$ cat config.mk
export PLATFORM = sky130hd
export DESIGN_NAME = hazard_detect_flat
export DESIGN_NICKNAME = d
export VERILOG_FILES = /design/src/rtl/hazard_pkg.sv /design/src/rtl/hazard_detect_if.sv /design/src/rtl/hazard_detect_reg_match.sv /design/src/rtl/hazard_detect.sv /design/src/flat_wrapper.sv
export SDC_FILE = /design/constraint.sdc
export NUM_CORES = 1
export LEC_CHECK = 0
export CAP_MARGIN = 5
export CORE_MARGIN = 8
export CORE_UTILIZATION = 48
export CTS_CLUSTER_SIZE = 14
export DETAILED_ROUTE_END_ITERATION = 6
export GPL_TIMING_DRIVEN = 0
export PLACE_DENSITY_LB_ADDON = 0.25
export SYNTH_ARGS = -nofsm -noshare
export SYNTH_HDL_FRONTEND = slang
export SYNTH_SLANG_ARGS = --single-unit
$ cat constraint.sdc
create_clock -name clk -period 5.7 [get_ports clk]
set_input_delay 1.14 -clock clk [delete_from_list [all_inputs] [get_ports clk]]
set_output_delay 1.14 -clock clk [all_outputs]
set_load 0.05 [all_outputs]
$ cat src/rtl/hazard_pkg.sv
// Shared register-index widths, FSM encoding and shadow-slot types for the
// hazard detection unit.
package hazard_pkg;
  localparam int                   REG_IDX_W = 5;
  localparam logic [REG_IDX_W-1:0] REG_ZERO  = 5'd0;
  localparam int                   NUM_SRC   = 2;

  typedef enum logic [1:0] {
    RUN   = 2'd0,
    STALL = 2'd1,
    FLUSH = 2'd2
  } hz_state_e;

  typedef struct packed {
    logic                 valid;
    logic [REG_IDX_W-1:0] rd;
    logic                 regwrite;
    logic                 memread;
  } ex_slot_t;

  typedef struct packed {
    logic                 valid;
    logic [REG_IDX_W-1:0] rd;
    logic                 regwrite;
  } mem_slot_t;
endpackage

$ cat src/rtl/hazard_detect_if.sv
// Decode-side request and hazard/forward response bundle of hazard_detect.
interface hazard_detect_if;
  logic                            D_valid;
  logic [hazard_pkg::REG_IDX_W-1:0] D_rs1;
  logic [hazard_pkg::REG_IDX_W-1:0] D_rs2;
  logic                            D_rs1_used;
  logic                            D_rs2_used;
  logic [hazard_pkg::REG_IDX_W-1:0] D_rd;
  logic                            D_RegWrite;
  logic                            D_MemRead;
  logic                            branch_taken;
  logic                            E_rs1_forward;
  logic                            E_rs2_forward;
  logic                            M_rs1_forward;
  logic                            M_rs2_forward;
  logic                            stall;
  logic                            flush_D;
  logic                            flush_E;

  modport master (
    output D_valid, D_rs1, D_rs2, D_rs1_used, D_rs2_used, D_rd,
           D_RegWrite, D_MemRead, branch_taken,
    input  E_rs1_forward, E_rs2_forward, M_rs1_forward, M_rs2_forward,
           stall, flush_D, flush_E
  );

  modport slave (
    input  D_valid, D_rs1, D_rs2, D_rs1_used, D_rs2_used, D_rd,
           D_RegWrite, D_MemRead, branch_taken,
    output E_rs1_forward, E_rs2_forward, M_rs1_forward, M_rs2_forward,
           stall, flush_D, flush_E
  );
endinterface

$ cat src/rtl/hazard_detect_reg_match.sv
// One producer-slot vs one consumer-source comparison; x0 never matches.
module reg_match
  import hazard_pkg::*;
(
  input  logic                 i_valid,
  input  logic                 i_regwrite,
  input  logic [REG_IDX_W-1:0] i_rd,
  input  logic [REG_IDX_W-1:0] i_rs,
  input  logic                 i_used,
  output logic                 o_hit
);
  assign o_hit = i_used && i_valid && i_regwrite &&
                 (i_rs != REG_ZERO) && (i_rd == i_rs);
endmodule

$ cat src/rtl/hazard_detect.sv
// Load-use stall, branch flush and registered EX/MEM forward selection.
// Optional HAZARD_PERF_EN adds saturating stall/flush cycle counters.
module hazard_detect
  import hazard_pkg::*;
(
  input  logic            clk,
  input  logic            rst,
  hazard_detect_if.slave  hz
`ifdef HAZARD_PERF_EN
  ,
  output logic [15:0]     stall_cnt,
  output logic [15:0]     flush_cnt
`endif
);
  ex_slot_t                          r_ex;
  mem_slot_t                         r_mem;
  hz_state_e                         r_state;
  logic [NUM_SRC-1:0]                r_e_fwd;
  logic [NUM_SRC-1:0]                r_m_fwd;

  logic [NUM_SRC-1:0][REG_IDX_W-1:0] w_rs;
  logic [NUM_SRC-1:0]                w_used;
  logic [NUM_SRC-1:0]                w_e_hit;
  logic [NUM_SRC-1:0]                w_m_hit;
  logic                              w_stall;
  logic                              w_flush;
  logic                              w_load_ex;

  assign w_rs   = {hz.D_rs2, hz.D_rs1};
  assign w_used = {hz.D_rs2_used, hz.D_rs1_used};

  for (genvar s = 0; s < NUM_SRC; s++) begin : g_src
    reg_match u_ex (
      .i_valid    (r_ex.valid),
      .i_regwrite (r_ex.regwrite),
      .i_rd       (r_ex.rd),
      .i_rs       (w_rs[s]),
      .i_used     (w_used[s]),
      .o_hit      (w_e_hit[s])
    );
    reg_match u_mem (
      .i_valid    (r_mem.valid),
      .i_regwrite (r_mem.regwrite),
      .i_rd       (r_mem.rd),
      .i_rs       (w_rs[s]),
      .i_used     (w_used[s]),
      .o_hit      (w_m_hit[s])
    );
  end

  // A load in EX can only be waited on from RUN; the inserted bubble clears it.
  assign w_stall   = !rst && hz.D_valid && !hz.branch_taken && (r_state == RUN) &&
                     r_ex.memread && (|w_e_hit);
  assign w_flush   = !rst && hz.branch_taken;
  assign w_load_ex = hz.D_valid && !w_stall && !hz.branch_taken;

  always_ff @(posedge clk) begin
    if (rst) begin
      r_ex    <= '0;
      r_mem   <= '0;
      r_e_fwd <= '0;
      r_m_fwd <= '0;
    end else begin
      r_mem <= '{valid: r_ex.valid, rd: r_ex.rd, regwrite: r_ex.regwrite};
      if (w_load_ex) begin
        r_ex    <= '{valid: 1'b1, rd: hz.D_rd, regwrite: hz.D_RegWrite,
                     memread: hz.D_MemRead};
        r_e_fwd <= w_e_hit;
        r_m_fwd <= w_m_hit & ~w_e_hit;
      end else begin
        r_ex    <= '0;
        r_e_fwd <= '0;
        r_m_fwd <= '0;
      end
    end
  end

  always_ff @(posedge clk) begin
    if (rst) begin
      r_state <= RUN;
    end else begin
      case (r_state)
        RUN:     r_state <= hz.branch_taken ? FLUSH : (w_stall ? STALL : RUN);
        STALL:   r_state <= hz.branch_taken ? FLUSH : RUN;
        FLUSH:   r_state <= hz.branch_taken ? FLUSH : RUN;
        default: r_state <= RUN;
      endcase
    end
  end

  assign hz.stall         = w_stall;
  assign hz.flush_D       = w_flush;
  assign hz.flush_E       = w_flush;
  assign hz.E_rs1_forward = r_e_fwd[0];
  assign hz.E_rs2_forward = r_e_fwd[1];
  assign hz.M_rs1_forward = r_m_fwd[0];
  assign hz.M_rs2_forward = r_m_fwd[1];

`ifdef HAZARD_PERF_EN
  logic [15:0] r_stall_cnt;
  logic [15:0] r_flush_cnt;

  always_ff @(posedge clk) begin
    if (rst) begin
      r_stall_cnt <= '0;
      r_flush_cnt <= '0;
    end else begin
      if (w_stall && (r_stall_cnt != 16'hFFFF)) r_stall_cnt <= r_stall_cnt + 16'd1;
      if (w_flush && (r_flush_cnt != 16'hFFFF)) r_flush_cnt <= r_flush_cnt + 16'd1;
    end
  end

  assign stall_cnt = r_stall_cnt;
  assign flush_cnt = r_flush_cnt;
`else
`endif
endmodule

$ cat src/flat_wrapper.sv
// flat-port wrapper written by rule: the top's interface ports become plain ports
module hazard_detect_flat import hazard_pkg::*;
  (clk, rst, hz_D_valid, hz_D_rs1, hz_D_rs2, hz_D_rs1_used, hz_D_rs2_used, hz_D_rd, hz_D_RegWrite, hz_D_MemRead, hz_branch_taken, hz_E_rs1_forward, hz_E_rs2_forward, hz_M_rs1_forward, hz_M_rs2_forward, hz_stall, hz_flush_D, hz_flush_E);
  hazard_detect_if hz_i ();
  input  logic clk;
  input  logic rst;
  input wire logic [$bits(hz_i.D_valid)-1:0] hz_D_valid;
  input wire logic [$bits(hz_i.D_rs1)-1:0] hz_D_rs1;
  input wire logic [$bits(hz_i.D_rs2)-1:0] hz_D_rs2;
  input wire logic [$bits(hz_i.D_rs1_used)-1:0] hz_D_rs1_used;
  input wire logic [$bits(hz_i.D_rs2_used)-1:0] hz_D_rs2_used;
  input wire logic [$bits(hz_i.D_rd)-1:0] hz_D_rd;
  input wire logic [$bits(hz_i.D_RegWrite)-1:0] hz_D_RegWrite;
  input wire logic [$bits(hz_i.D_MemRead)-1:0] hz_D_MemRead;
  input wire logic [$bits(hz_i.branch_taken)-1:0] hz_branch_taken;
  output wire logic [$bits(hz_i.E_rs1_forward)-1:0] hz_E_rs1_forward;
  output wire logic [$bits(hz_i.E_rs2_forward)-1:0] hz_E_rs2_forward;
  output wire logic [$bits(hz_i.M_rs1_forward)-1:0] hz_M_rs1_forward;
  output wire logic [$bits(hz_i.M_rs2_forward)-1:0] hz_M_rs2_forward;
  output wire logic [$bits(hz_i.stall)-1:0] hz_stall;
  output wire logic [$bits(hz_i.flush_D)-1:0] hz_flush_D;
  output wire logic [$bits(hz_i.flush_E)-1:0] hz_flush_E;
  assign hz_i.D_valid = hz_D_valid;
  assign hz_i.D_rs1 = hz_D_rs1;
  assign hz_i.D_rs2 = hz_D_rs2;
  assign hz_i.D_rs1_used = hz_D_rs1_used;
  assign hz_i.D_rs2_used = hz_D_rs2_used;
  assign hz_i.D_rd = hz_D_rd;
  assign hz_i.D_RegWrite = hz_D_RegWrite;
  assign hz_i.D_MemRead = hz_D_MemRead;
  assign hz_i.branch_taken = hz_branch_taken;
  assign hz_E_rs1_forward = hz_i.E_rs1_forward;
  assign hz_E_rs2_forward = hz_i.E_rs2_forward;
  assign hz_M_rs1_forward = hz_i.M_rs1_forward;
  assign hz_M_rs2_forward = hz_i.M_rs2_forward;
  assign hz_stall = hz_i.stall;
  assign hz_flush_D = hz_i.flush_D;
  assign hz_flush_E = hz_i.flush_E;
  hazard_detect u_core (.clk(clk), .rst(rst), .hz(hz_i));
endmodule
== After elaboration in Yosys (flattened, before gate mapping) ==
Index checks and enable logic that the tools add are counted.
Word-level totals
  flip-flop bits (word level): 21
  logic and storage cells: 57
Operators by class
  eq/ne operators: 6
  mux-type cells: 5
  bitwise logic cells: 3
  reductions and logical operators: 33
Operators by type and width (count)
  $logic_and A1 B1 Y1: 24
  $eq A5 B5 Y1: 4
  $reduce_bool A5 Y1: 2
  $mux W8: 1
  $reduce_or A2 Y1: 3
  $mux W2: 2
  $pmux W2 S2: 1
  $logic_not A1 Y1: 3
  $and A2 B2 Y2: 1
  $eq A2 B1 Y1 const B: 1
  $eq A2 B2 Y1 const B: 1
  $logic_not A2 Y1: 1
  $not A2 Y2: 1
  $mux W1: 1
  $not A1 Y1: 1

== Logic depth before layout (Yosys ltp) ==
Gate-level depths: netlist of the first run.
  word-level depth: 11
  depth in mapped cells: 6

== By module ==
A second synthesis of the first run with hierarchy kept.
Second synthesis, totals
  cell total of the unflattened synthesis: 94
  area total of the unflattened synthesis: 1021.0 um^2
Modules (own cells, without submodules)
  hazard_detect: instances 1, cells an instance 54, area each 730.7 um^2
  reg_match: instances 4, cells an instance 10, area each 72.6 um^2

== Worst setup path after synthesis of the first run ==
Ideal clock, no wire load.
  path kind: input to output
  from: input hz_D_rs1[1]
  to: output hz_stall
  arrival time: 2.599 ns
  slack: 1.961 ns
  stages on the path: 6
  buffers on the path: 1
  cells stage by stage: or4_1 > o21ai_1 > nor3_1 > o21ba_2 > clkbuf_1 > and2_1
Between the ends
  word-level cells in the longest chain between the ends: 5
Ends and longest elaborated chain
  start, declared: line flat_wrapper.sv:8  | input wire logic [$bits(hz_i.D_rs1)-1:0] hz_D_rs1;
  $reduce_bool A5 Y1: line hazard_detect_reg_match.sv:13  | (i_rs != REG_ZERO) && (i_rd == i_rs);
  $logic_and A1 B1 Y1: line hazard_detect_reg_match.sv:12  | assign o_hit = i_used && i_valid && i_regwrite &&
  $logic_and A1 B1 Y1 (*): line hazard_detect_reg_match.sv:13
  $reduce_or A2 Y1 (*): line hazard_detect.sv:53  | r_ex.memread && (|w_e_hit);
  $logic_and A1 B1 Y1 (*): line hazard_detect.sv:53
  end, declared: line flat_wrapper.sv:20  | output wire logic [$bits(hz_i.stall)-1:0] hz_stall;
Every way passes the cells marked *; elsewhere a longest branch is shown, timed or not.

== Worst setup path in the final report of the first run ==
  from: input hz_D_rs1[0]
  to: output hz_stall
The elaborated chain is that of the path after synthesis.

==> results of run 1 <==
worst reg2reg max path: stages (launching register included):
cell	delay, ns
dfxtp_1	0.41
xnor2_1	0.14
nand4_1	0.13
nor3_1	0.36
o21ba_2	0.18
clkbuf_1	0.32
and2_1	0.18
routing by layer:
layer | up-vias | GRT usage [%] | part of all wire (%)
met5 | - | 0 | 0
met4 | 0 | 6.12 | 1.8
met3 | 5 | 4.52 | 6.3
met2 | 22 | 19.7 | 47
met1 | 349 | 13.6 | 44
li1 | 391 | - | -
power by group through the flow:
stage	combinational, mW	sequential [mW]	clock (mW)
2_1_floorplan	0.0170	0.155	0
3_3_place_gp	0.0388	0.155	0
3_5_place_dp	0.0395	0.155	0
4_1_cts	0.0397	0.152	0.0707
5_1_grt	0.0428	0.153	0.0807
6_report	0.0393	0.152	0.0699
cells in the final DEF (no fill, tap or decap):
cell type and count:
o21ai_2 1, clkbuf_1 3, nor2b_1 9, or4_1 3, o21ai_0 1, nand4_1 4, clkbuf_4 3, nor3b_1 1
nand2_1 8, o21ba_2 1, ha_1 2, and3_1 2, and2_1 2, nor3_1 1, nand3_1 2, xnor2_1 16
xor2_1 4, nor3_2 1, dfxtp_1 21, or4_4 1, buf_4 1, o21ai_1 1, inv_1 2, a311oi_1 2
clkdlybuf4s50_1 29, and3_2 1, nor2_1 8
kinds of logic after synthesis:
group | Yosys count
xor+xnor | 20
compound gates | 6
buf+inv | 5
fa+ha+maj | 2
flops | 21
simple gates | 43
registers in the layout, indices dropped and copies added, names as in the netlist:
name and cells:
u_core.r_m_fwd 2, u_core.r_e_fwd 2, u_core.r_mem 7, u_core.r_state 2, u_core.r_ex 8
stage by stage:
step                instances  hold slack [ns]  power (mW)  utilization (%)  setup slack (ns)
floorplan                  97            0.443       0.172                -              1.96
global placement          153            0.465       0.194             65.9             0.782
detailed placement        153            0.477       0.195             65.9             0.766
CTS                       157            0.493       0.262             67.3             0.755
global route              157            0.505       0.276             67.3             0.590
finish                    157            0.494       0.261             67.3             0.743
worst paths after layout:
kind                             endpoint  slack (ns)  cells past startpoint
max                              hz_stall        0.74                      8
min          u_core.r_m_fwd[0]$_SDFF_PP0_        0.49                      1
max reg2reg  u_core.r_state[0]$_SDFF_PP0_        3.95                      6
min reg2reg  u_core.r_m_fwd[0]$_SDFF_PP0_        0.49                      1
cell type report:
cell class              count  area share, %
repair buffers             29           22.7
plain buffers               3           1.17
flip-flops and latches     21           32.8
clock buffers               4           2.05
multi-input cells          71           38.0
well taps                  27           2.64
inverters                   2          0.587
==> reports/results.ini, run 1 <==
[routing]
routed_wl_mm = 1.95
num_vias = 767
firstDrtPassIters = 4
drtIter0Drc = 8
drc = 0
postRouteAntennaNets = 0
wl_per_cell_um = 12.4
via_per_inst = 4.89

[placement]
post_dp_cell_area_um2 = 1250
dp_hpwl_mm = 1.63
gp_congestion = 0.875
numPortBuffers = 29

[synthesis]
synth_compound_area_share_pct = 4.98
yosysTopAreaCellShare_pct = 45.2
synth_largest_area_cell = dfxtp_1
synth_top_family_by_area = simple AND/OR/NAND/NOR gates
synthCells = 97
synth_ff_type = dfxtp_1
synth_fp_nets = 122
synth-simple-area-share_pct = 25.8
ys.warnings.count = 0
yosysMostFrequentCell = dfxtp_1
syn_area_um2 = 930
synthMuxAreaShare_pct = 0
synthAdderAreaFrac_pct = 2.69
syn_area_per_cell_um2 = 9.58
ys_seq_area_share_pct = 45.2
synthTopCellsByCount = 21 x dfxtp_1, 16 x xnor2_1, 9 x nor2b_1
synth_edf_count = 0
yosys.cell_types.count = 25
synth_async_sr_flop_share_pct = 0
ys_top_cells_by_area = dfxtp_1 45%, xnor2_1 15%, nor2b_1 6.1%
synth-xor-area-share_pct = 18.8
synth-seq-cells = 21

[layout]
layout-area-overhead-vs-synth_pct = 37.7
multi_input_area_um2 = 487
fin_area_um2 = 1280
diodes = 0
drive_gt1_share_pct = 6.92
seqCellArea_um2 = 420
fill_cells = 153
final_nets = 156

[timing]
clock_skew_ns = 0.00739
slew_violations = 0
finalSetupViolCount = 0
relSlewSlack_pct = 66.7
fmax_mhz = 202
fin_tns_setup_ns = 0
period_minus_slack_ns = 4.96
rsz0062_at_grt = false
hold_violations = 0
worst_slew_pin_slew_ns = 0.498
finalCritPeriodShare_pct = 87.0

[global_routing]
grt_max_degree = 12
grt_usage_pct = 12.2
grt-ovfl-total = 0
antenna_found_initial = 0
grt_pass1_vias = 759
grt_pass1_wl_mm = 3.27

[cts]
cts_resized = 0
clock_sinks = 21
insertion_delay_ns = 0.30
htreeDepth = 1
cts-buffers-inserted = 3
cts_tree = yes
clk_pin_slew_ns = 0.11
cts_setup_buffers = 0
cts_root_buf = clkbuf_4
max-clock-path-buffers = 2
holdBufCountCts = 0

[power]
swShare_pct = 23.2
seqPwrFrac_pct = 58.2
p_leak_nw = 0.466
vdd_ir_drop_max_mv = 0.155
combPwrFrac_pct = 15.1
power.internal_mw = 0.201
cellPowerDensity_nw_per_um2 = 204
clkPwrFrac_pct = 26.8
p_switching_mw = 0.0605

[setup_path]
critPathLaunchType = input pin
cp.arrival_ns = 3.82
endpoint_kind = primary output
r2r_start = u_core.r_ex[3]$_SDFF_PP0_
crit_type = in -> out
crit_fanout = 10
crit_top_cell = clkdlybuf4s50_1
crit_family = buffers and inverters
cpMaxStageDelayCell = clkdlybuf4s50_1
critical_path_required_ns = 4.56
crit_start = hz_D_rs1[0]
cp.buffers_inverters = 3
cp_slowest_stage_delay_ns = 0.80
worstPathCellList = clkdlybuf4s50_1, xnor2_1, nand4_1, nor3_1, o21ba_2, clkbuf_1, and2_1, clkdlybuf4s50_1

[floorplan]
die_w_um = 60.0
rows = 16
start_util_pct = 48.9
ioPinCount = 30
design.die.area_um2 = 3600
die_h_um = 60.0
core_um2 = 1900

[outcome]
status = finished clean

[job]
cap_violations = 0

[worst_hold_path]
hp-start = u_core.r_ex[0]$_SDFF_PP0_
hp-class = reg -> reg

Note: power is estimated with default switching activity, not from simulation.
==> run 2: changes to the inputs <==
--- a/config.mk
+++ b/config.mk
@@ -11,6 +11,7 @@
 export CTS_CLUSTER_SIZE = 14
 export DETAILED_ROUTE_END_ITERATION = 6
 export GPL_TIMING_DRIVEN = 0
+export MAX_ROUTING_LAYER = met4
 export PLACE_DENSITY_LB_ADDON = 0.25
 export SYNTH_ARGS = -nofsm -noshare
 export SYNTH_HDL_FRONTEND = slang
==> results of run 2 <==
Same layout as run 1: the final DEF is identical, and so are final timing and power.
Main changes from that run: final weighted congestion in routability-driven placement 0.875 -> 0.889; overall routing resource usage 12.2% -> 12.5%
==> run 3: changes to the inputs <==
--- a/config.mk
+++ b/config.mk
@@ -13,6 +13,8 @@
 export GPL_TIMING_DRIVEN = 0
 export MAX_ROUTING_LAYER = met4
 export PLACE_DENSITY_LB_ADDON = 0.25
+export RECOVER_POWER = 25
+export SLEW_MARGIN = 5
 export SYNTH_ARGS = -nofsm -noshare
 export SYNTH_HDL_FRONTEND = slang
 export SYNTH_SLANG_ARGS = --single-unit
==> constraint.sdc (replaced) <==
create_clock -name clk -period 5.7 [get_ports clk]
set_input_delay 1.14 -clock clk [delete_from_list [all_inputs] [get_ports clk]]
set_output_delay 1.14 -clock clk [all_outputs]
set_load 0.005 [all_outputs]
==> reports/results.ini, run 3 (synthesis results as in run 1) <==
[outcome]
status = finished clean

[cts]
clock_sinks = 21
clk_pin_slew_ns = 0.11
cts_setup_buffers = 0
insertion_delay_ns = 0.30
cts-buffers-inserted = 3
cts_resized = 0
htreeDepth = 1
cts_root_buf = clkbuf_4
cts_tree = yes
holdBufCountCts = 0
max-clock-path-buffers = 2

[setup_path]
cp.buffers_inverters = 3
crit_top_cell = clkdlybuf4s50_1
cpMaxStageDelayCell = or4_1
crit_type = in -> out
crit_fanout = 10
endpoint_kind = primary output
cp_slowest_stage_delay_ns = 0.53
cp.arrival_ns = 3.55
critical_path_required_ns = 4.56
critPathLaunchType = input pin
worstPathCellList = clkdlybuf4s50_1, or4_1, o21ai_1, nor3_1, o21ba_2, clkbuf_1, and2_1, clkdlybuf4s50_1
crit_family = buffers and inverters

[power]
cellPowerDensity_nw_per_um2 = 202
seqPwrFrac_pct = 58.8
p_leak_nw = 0.466
combPwrFrac_pct = 14.2
power.internal_mw = 0.201
p_switching_mw = 0.0580
swShare_pct = 22.4
clkPwrFrac_pct = 27.0
vdd_ir_drop_max_mv = 0.155

[global_routing]
grt_usage_pct = 12.5
antenna_found_initial = 0
grt_pass1_vias = 759
grt-ovfl-total = 0
grt_max_degree = 12
grt_pass1_wl_mm = 3.27

[layout]
final_cell_mix = 28 x clkdlybuf4s50_1, 21 x dfxtp_1, 16 x xnor2_1
largest_reg_flops = 8
mostFrequentLayoutCell = clkdlybuf4s50_1
fin_cells = 157
top_regs = u_core.r_ex (8), u_core.r_mem (7)
fin_area_um2 = 1280
top_register = u_core.r_ex
final_nets = 156
layout-area-overhead-vs-synth_pct = 37.7
diodes = 0
drive_gt1_share_pct = 6.92

[placement]
post-place-ws_ns = 1.02
gp_congestion = 0.889
numPortBuffers = 29
dp_hpwl_mm = 1.63
place_inst = 153
post_dp_cell_area_um2 = 1250

[floorplan]
ioPinCount = 30
rows = 16
start_util_pct = 48.9
design.die.area_um2 = 3600
die_w_um = 60.0
core_um2 = 1900
die_h_um = 60.0

[timing]
clock_skew_ns = 0.00739
fmax_mhz = 213
rsz0062_at_grt = false
finalCritPeriodShare_pct = 82.3
period_minus_slack_ns = 4.69
slew_violations = 0
worst_slew_pin_slew_ns = 0.398
fin_tns_setup_ns = 0
relSlewSlack_pct = 73.5
setup_ws_ns = 1.01
finalSetupViolCount = 0
hold_violations = 0

[routing]
via_per_inst = 4.89
routed_wl_mm = 1.95
firstDrtPassIters = 4
drtIter0Drc = 8
wl_per_cell_um = 12.4
postRouteAntennaNets = 0
drc = 0
num_vias = 767

[worst_hold_path]
hp-class = reg -> reg

[job]
cap_violations = 0

-- run 3: cell count changes in the layout (fill, tap and decap cells not counted) --
cell,delta
clkdlybuf4s50_1,-1
dlygate4sd3_1,+1
-- run 3: cell type report --
type / instances / area, um2
Tap cell: 27 / 33.8
Sequential cell: 21 / 420
Fill cell: 153 / 622
Multi-Input combinational cell: 71 / 487
Timing Repair Buffer: 29 / 290
Clock buffer: 4 / 26.3
Inverter: 2 / 7.51
Buffer: 3 / 15.0
-- run 3: per-stage QoR --
step | hold WS [ns] | utilization (%) | power, mW
6_report | 0.494 | 67.3 | 0.259
5_1_grt | 0.505 | 67.3 | 0.273
4_1_cts | 0.493 | 67.3 | 0.260
3_5_place_dp | 0.477 | 65.9 | 0.192
3_3_place_gp | 0.465 | 65.9 | 0.191
2_1_floorplan | 0.443 | - | 0.169
-- run 3: path summary, 6_finish.rpt --
kind                                           startpoint                            to  slack [ns]  cells after the start
worst min-delay path            u_core.r_ex[0]$_SDFF_PP0_  u_core.r_m_fwd[0]$_SDFF_PP0_        0.49                      1
worst min register to register  u_core.r_ex[0]$_SDFF_PP0_  u_core.r_m_fwd[0]$_SDFF_PP0_        0.49                      1
worst max register to register  u_core.r_ex[3]$_SDFF_PP0_  u_core.r_state[0]$_SDFF_PP0_        3.95                      6
worst max-delay path                          hz_D_rs1[1]                      hz_stall        1.01                      8
-- run 3: routing by layer --
layer	share of wire (%)	track usage [%]	vias to the layer above
li1	-	-	391
met5	0	-	-
met2	47	19.7	22
met1	44	13.6	349
met4	1.8	6.12	0
met3	6.3	4.52	5
-- run 3: worst register-to-register path, delay by kind of cell, from the launching register on --
| family | cells | cell delay [ns] |
|---|---|---|
| and+or+nand+nor | 3 | 0.67 |
| DFF | 1 | 0.41 |
| buffers and inverters | 1 | 0.32 |
| AOI/OAI and AO/OA | 1 | 0.18 |
| xor gates and xnor gates | 1 | 0.14 |
-- run 3: power groups by stage --
stage | clock network (mW) | logic [mW] | registers [mW]
after floorplan | 0 | 0.0144 | 0.155
after global placement | 0 | 0.0362 | 0.155
after detailed placement | 0 | 0.0369 | 0.155
after CTS | 0.0707 | 0.0371 | 0.152
after global routing | 0.0807 | 0.0401 | 0.153
final | 0.0699 | 0.0366 | 0.152
